**config.mk**
```make
export PLATFORM = sky130hd
export DESIGN_NAME = biquin_seq_ctrl_flat
export DESIGN_NICKNAME = d
export VERILOG_FILES = /design/src/rtl/biquin_seq_ctrl_if.sv /design/src/rtl/biquin_seq_ctrl.sv /design/src/flat_wrapper.sv
export SDC_FILE = /design/constraint.sdc
export NUM_CORES = 1
export LEC_CHECK = 0
export BUFFER_PORTS_ARGS = -buffer_cell sky130_fd_sc_hd__buf_4
export CORE_UTILIZATION = 56
export DETAILED_ROUTE_END_ITERATION = 7
export HOLD_SLACK_MARGIN = 0.02
export PLACE_DENSITY_LB_ADDON = 0.1
export REMOVE_ABC_BUFFERS = 1
export SYNTH_ARGS = -nofsm -noshare
export SYNTH_HDL_FRONTEND = slang
export SYNTH_SLANG_ARGS = --single-unit
```
**constraint.sdc**
```tcl
create_clock -name clk -period 6.7 [get_ports clk]
set_input_delay 0.67 -clock clk [delete_from_list [all_inputs] [get_ports clk]]
set_output_delay 0.67 -clock clk [all_outputs]
set_load 0.01 [all_outputs]
```
**src/rtl/biquin_seq_ctrl_if.sv**
```systemverilog
// Control/status bundle between the upstream sequencer (master) and biquin_seq_ctrl (slave).
// Latency: none, wires only.
// Backpressure: done_req is held until done_ack is returned.
interface biquin_seq_ctrl_if #(
    parameter int DIGITS = 2
);
    logic                  start;
    logic                  stop;
    logic                  clr;
    logic                  tick;
    logic [4*DIGITS-1:0]   limit;
    logic [4*DIGITS-1:0]   count;
    logic [DIGITS-1:0]     digit_en;
    logic                  busy;
    logic                  done_req;
    logic                  done_ack;
    logic                  lim_err;

    modport master (
        output start, stop, clr, tick, limit, done_ack,
        input  count, digit_en, busy, done_req, lim_err
    );

    modport slave (
        input  start, stop, clr, tick, limit, done_ack,
        output count, digit_en, busy, done_req, lim_err
    );
endinterface

```
**src/rtl/biquin_seq_ctrl.sv**
```systemverilog
// Run controller for a DIGITS-deep cascade of 5421-code decade counters; BIQ_AUTORESTART_EN re-arms on done_ack.
// Latency: count updates at the edge of an accepted tick; done_req one cycle after the terminal tick.
// Backpressure: done_req holds (count frozen, ticks ignored) until done_ack is sampled.
module biquin_seq_ctrl #(
    parameter int DIGITS = 2
) (
    input  logic             clk,
    input  logic             rst,
    biquin_seq_ctrl_if.slave bus
);
    localparam logic [1:0] IDLE = 2'd0;
    localparam logic [1:0] RUN  = 2'd1;
    localparam logic [1:0] HOLD = 2'd2;
    localparam logic [1:0] DONE = 2'd3;
    localparam int         W    = 4 * DIGITS;

    logic [1:0]        state;
    logic [W-1:0]      count_q;
    logic [W-1:0]      count_inc;
    logic [DIGITS-1:0] en;
    logic              tick_acc;
    logic              lim_ok;
    logic              lim_zero;
    logic              carry;
    logic              lim_err_q;

    // 0..4 step the quinary part; 4 -> 5 flips QA, 9 -> 0 wraps to 0000.
    function automatic logic [3:0] digit_inc(input logic [3:0] d);
        if (d[2:0] == 3'd4) begin
            return d[3] ? 4'b0000 : 4'b1000;
        end
        return {d[3], d[2:0] + 3'd1};
    endfunction

    always_comb begin
        tick_acc  = rst && (state == RUN) && bus.tick && !bus.clr && !bus.stop;
        lim_ok    = 1'b1;
        carry     = tick_acc;
        en        = '0;
        count_inc = count_q;
        for (int i = 0; i < DIGITS; i++) begin
            if (bus.limit[4*i +: 3] > 3'd4) begin
                lim_ok = 1'b0;
            end
            en[i] = carry;
            if (carry) begin
                count_inc[4*i +: 4] = digit_inc(count_q[4*i +: 4]);
            end
            carry = carry && (count_q[4*i +: 4] == 4'b1100);
        end
        lim_zero = (bus.limit == '0);
    end

    always_ff @(posedge clk) begin
        if (!rst) begin
            state     <= IDLE;
            count_q   <= '0;
            lim_err_q <= 1'b0;
        end else begin
            lim_err_q <= 1'b0;
            if (bus.clr) begin
                state   <= IDLE;
                count_q <= '0;
            end else begin
                case (state)
                    IDLE: begin
                        if (bus.start && !bus.stop) begin
                            if (!lim_ok) begin
                                lim_err_q <= 1'b1;
                            end else begin
                                count_q <= '0;
                                state   <= lim_zero ? DONE : RUN;
                            end
                        end
                    end
                    RUN: begin
                        if (bus.stop) begin
                            state <= HOLD;
                        end else if (tick_acc) begin
                            count_q <= count_inc;
                            // limit is sampled live, so a mid-run change can let the count wrap
                            if (count_inc == bus.limit) begin
                                state <= DONE;
                            end
                        end
                    end
                    HOLD: begin
                        if (bus.start && !bus.stop) begin
                            state <= RUN;
                        end
                    end
                    DONE: begin
                        if (bus.done_ack) begin
`ifdef BIQ_AUTORESTART_EN
                            count_q <= '0;
                            state   <= RUN;
`else
                            state   <= IDLE;
`endif
                        end
                    end
                    default: state <= IDLE;
                endcase
            end
        end
    end

    assign bus.count    = count_q;
    assign bus.digit_en = en;
    assign bus.busy     = (state == RUN) || (state == HOLD);
    assign bus.done_req = (state == DONE);
    assign bus.lim_err  = lim_err_q;
endmodule

```
**src/flat_wrapper.sv**
```systemverilog
// flat-port wrapper written by rule: the top's interface ports become plain ports
module biquin_seq_ctrl_flat 
#(
    parameter int DIGITS = 2
)
  (clk, rst, bus_start, bus_stop, bus_clr, bus_tick, bus_limit, bus_done_ack, bus_count, bus_digit_en, bus_busy, bus_done_req, bus_lim_err);
  biquin_seq_ctrl_if #(.DIGITS(DIGITS)) bus_i ();
  input  logic clk;
  input  logic rst;
  input wire logic [$bits(bus_i.start)-1:0] bus_start;
  input wire logic [$bits(bus_i.stop)-1:0] bus_stop;
  input wire logic [$bits(bus_i.clr)-1:0] bus_clr;
  input wire logic [$bits(bus_i.tick)-1:0] bus_tick;
  input wire logic [$bits(bus_i.limit)-1:0] bus_limit;
  input wire logic [$bits(bus_i.done_ack)-1:0] bus_done_ack;
  output wire logic [$bits(bus_i.count)-1:0] bus_count;
  output wire logic [$bits(bus_i.digit_en)-1:0] bus_digit_en;
  output wire logic [$bits(bus_i.busy)-1:0] bus_busy;
  output wire logic [$bits(bus_i.done_req)-1:0] bus_done_req;
  output wire logic [$bits(bus_i.lim_err)-1:0] bus_lim_err;
  assign bus_i.start = bus_start;
  assign bus_i.stop = bus_stop;
  assign bus_i.clr = bus_clr;
  assign bus_i.tick = bus_tick;
  assign bus_i.limit = bus_limit;
  assign bus_i.done_ack = bus_done_ack;
  assign bus_count = bus_i.count;
  assign bus_digit_en = bus_i.digit_en;
  assign bus_busy = bus_i.busy;
  assign bus_done_req = bus_i.done_req;
  assign bus_lim_err = bus_i.lim_err;
  biquin_seq_ctrl #(.DIGITS(DIGITS)) u_core (.clk(clk), .rst(rst), .bus(bus_i));
endmodule
```
==> results.md <==
### Yosys
- 0% — share of flip-flops with an asynchronous set or reset
- dfxtp_1 — largest area contributor in the synthesized netlist
- 20.2% — share of the synthesized area in the top cell type
- dfxtp_1 — flip-flop cell with the highest count after synthesis
- 8.21 sq um — average size of a mapped cell
- 11 — number of storage elements in the synthesis netlist
- 20.2% — part of the Yosys area used for sequential elements
- dfxtp_1 20%, ha_1 9.2%, a21oi_1 5.0% — largest cells by area after synthesis
- 133 — Gate Count Post-Synth
- 0 — Yosys warning total
- 47 — Unique masters post-synth
- 12 x nor2_1, 11 x a21oi_1, 11 x dfxtp_1 — cell types with the highest counts after synthesis
- 0 — number of synthesized flops with an enable pin
- 1090 sq um — total standard cell area after synthesis
- nor2_1 — most numerous cell in the Yosys netlist

### Critical path
- u_core.state[0] — RR Startpoint
- ha_1 -> nand4b_2 -> or2_4 -> clkinv_4 -> mux2i_1 -> xor2_1 -> o2111ai_1 -> o41ai_2 -> o221a_1 — cell breakdown of the critical path
- 2.86 ns — WP data arrival
- reg2reg — kind of critical path
- 0.45 ns — Critical Path Max Stage Delay
- register — startpoint types
- 1 — Worst Path Buf+Inv
- u_core.state[0] — Worst R2R End
- register — Crit. End Element
- compound AO/OA/AOI/OAI gates — CP delay by family, top
- dfxtp_1 — master of the slowest instance on the critical path
- 4.07 ns — flop-to-flop setup slack
- 8 — largest fanout of any net on the critical path
- 6.93 ns — required time of the critical path
- 9 — path depth of the worst reg2reg path

### Timing
- 0 — number of pins exceeding their max-slew limit in the final report
- false — setup repair after global routing missed its margin
- 4.07 ns — final critical-path setup slack
- 2.63 ns — clock period minus worst slack
- 0.381 GHz — highest clock frequency the design can meet
- 0 — Setup-failing EPs final
- 0.00298 ns — setup clock skew after layout
- 39.2% — post-route fraction of the period consumed by the critical path
- 0 — hold violation total from the final report
- 0.752 ns — Worst Tran Pin Value
- 49.5% — worst rel slew slack
- 0 ns — accumulated negative setup slack

### Pwr
- 110 nW/um^2 — power density over the cells
- 0.000122 V — worst vdd rail ir drop
- 0.000524 uW — Leak Pwr

### Global route
- 4150 um — global-route wire length before repair
- 27.3% — global-route usage over all layers
- 0 — aggregate global routing overflow
- 11 — pin count of the biggest net entering global routing
- 959 — number of global-route vias before repair
- 0 — initial antenna violation count

### Placement
- 27 — IO buf count
- 0.918 — Routability Congestion
- 2040 um — HPWL after detailed placement
- 4.13 ns — post-placement setup slack

### CTS
- 11 — number of clock sinks
- 0 — Post-CTS Resized
- 0.28 ns — clock network latency to the later pin of the worst-skew pair
- 0.08 ns — Clock transition at path regs
- done — clock tree from TritonCTS
- 0 — setup bufs post-CTS
- 1 — H-tree depth reported by CTS
- 2 — clock buffer depth
- 3 — TritonCTS buffer count
- clkbuf_4 — clock tree root buffer cell
- 0 — CTS Hold Buffers Added

### Cells and area
- 26.4% — proportion of layout cells with a drive suffix above 1
- 183 — net count of the finished layout
- 20.8% — area delta synth->final
- 140 — number of filler cells placed in the layout
- 0 — ANT cells

### Detailed routing
- 2670 um — WL final
- 1250 um — Detail Route met2 WL
- 47 — starting DRC count in detailed routing
- 5.91 — vias per inst
- 0 — post-detailed-route DRC marker count
- 1250 um — length of routed wiring on met1
- 0 — final antenna-violating net count
- 14.5 um — routed wirelength normalized by instance count
- 1,088 — routed vias
- met4 — Highest Signal Layer
- 133 um — detailed-routed wire length on met3
- 4 — First-pass DRT Iterations

### Die
- 28 — I/O pin count
- 46.2 um — DIE HEIGHT
- 46.2 um — width of the die
- 1780 sq um — standard cell core area
- 15 — placement row count
- 61.3% — Starting Density
- 2130 sq um — area of the die

### Worst hold path
- 2 — hold path cells
- u_core.bus.count[1] — startpoint of the lowest-slack hold path
- reg2reg — type of the worst min-delay path
- u_core.bus.count[1] — Hold Crit Endpoint

### Run
- 0 — max-cap viol count

### Run status
- completed — status

## through the flow
step | utilization [%] | power, uW | instance area [sq um] | hold slack [ns] | cells
floorplan | - | 83.3 | 1060 | 0.480 | 128
global placement | 72.6 | 96.3 | 1290 | 0.494 | 180
detailed placement | 72.6 | 97.1 | 1290 | 0.508 | 180
CTS | 74.0 | 147 | 1320 | 0.522 | 184
global route | 74.0 | 152 | 1320 | 0.553 | 184
finish | 74.0 | 146 | 1320 | 0.516 | 184
## registers in the layout, indices dropped and copies added, names as in the netlist
name and cells:
u_core.bus.lim_err 1, u_core.bus.count 8, u_core.state 2
## placed cells by master, fill, tap and decap left out, drive strengths merged, types with 5 or more instances in the layout
master	count
a21oi	11
buf	27
dfxtp	11
ha	8
inv	8
nand2	11
nor2	13
o21ai	5
## area by class of cell
| type | count | area, sq um | share of cell area [%] |
|---|---|---|---|
| multi-input combinational | 108 | 801 | 60.7 |
| clock buffer | 4 | 26.3 | 1.99 |
| sequential | 11 | 220 | 16.7 |
| tap | 25 | 31.3 | 2.37 |
| timing repair buffer | 27 | 203 | 15.4 |
| inverter | 9 | 38.8 | 2.94 |
## tightest hold or removal path: cells and delay by family, from the launching register on
| family | cells | cell delay [ns] |
|---|---|---|
| AO/OA/AOI/OAI | 1 | 0.05 |
| flip-flops | 1 | 0.35 |
| AND/OR/NAND/NOR | 1 | 0.07 |
## power by group
group,total [uW],switching (uW),internal [uW]
combinational,30.0,15.8,14.2
clock,49.7,26.6,23.1
sequential,66.0,0.402,65.6
total,146,42.8,103
## cell families after synthesis
| kind of cell | count (synthesis) | share of synthesized area (%) |
|---|---|---|
| buffers and inverters | 14 | 6.53 |
| adder cells (fa/ha/maj) | 8 | 9.16 |
| multiplexers | 4 | 3.67 |
| XOR/XNOR | 8 | 6.41 |
| AO/OA/AOI/OAI | 36 | 24.9 |
| AND/OR/NAND/NOR | 52 | 29.2 |
| flip-flops | 11 | 20.2 |
## metal layers
metal / GRT usage [%] / up-vias
met5: 0 / -
met4: 6.47 / 0
met3: 7.45 / 6
met2: 43.1 / 44
met1: 36.4 / 507
li1: - / 531
## worst max path at each step
stage	depth (start not counted)	slack, ns	to	startpoint
6_report	9	4.07	u_core.state[0]	u_core.state[0]
5_1_grt	9	3.93	u_core.state[0]	u_core.state[0]
4_1_cts	9	4.10	u_core.state[0]	u_core.state[0]
3_5_place_dp	9	4.13	u_core.state[0]	u_core.state[0]
3_3_place_gp	9	4.20	u_core.state[0]	bus_stop
2_1_floorplan	9	4.41	u_core.state[0]	u_core.state[0]
No activity file was read; power rests on OpenSTA's default activity.
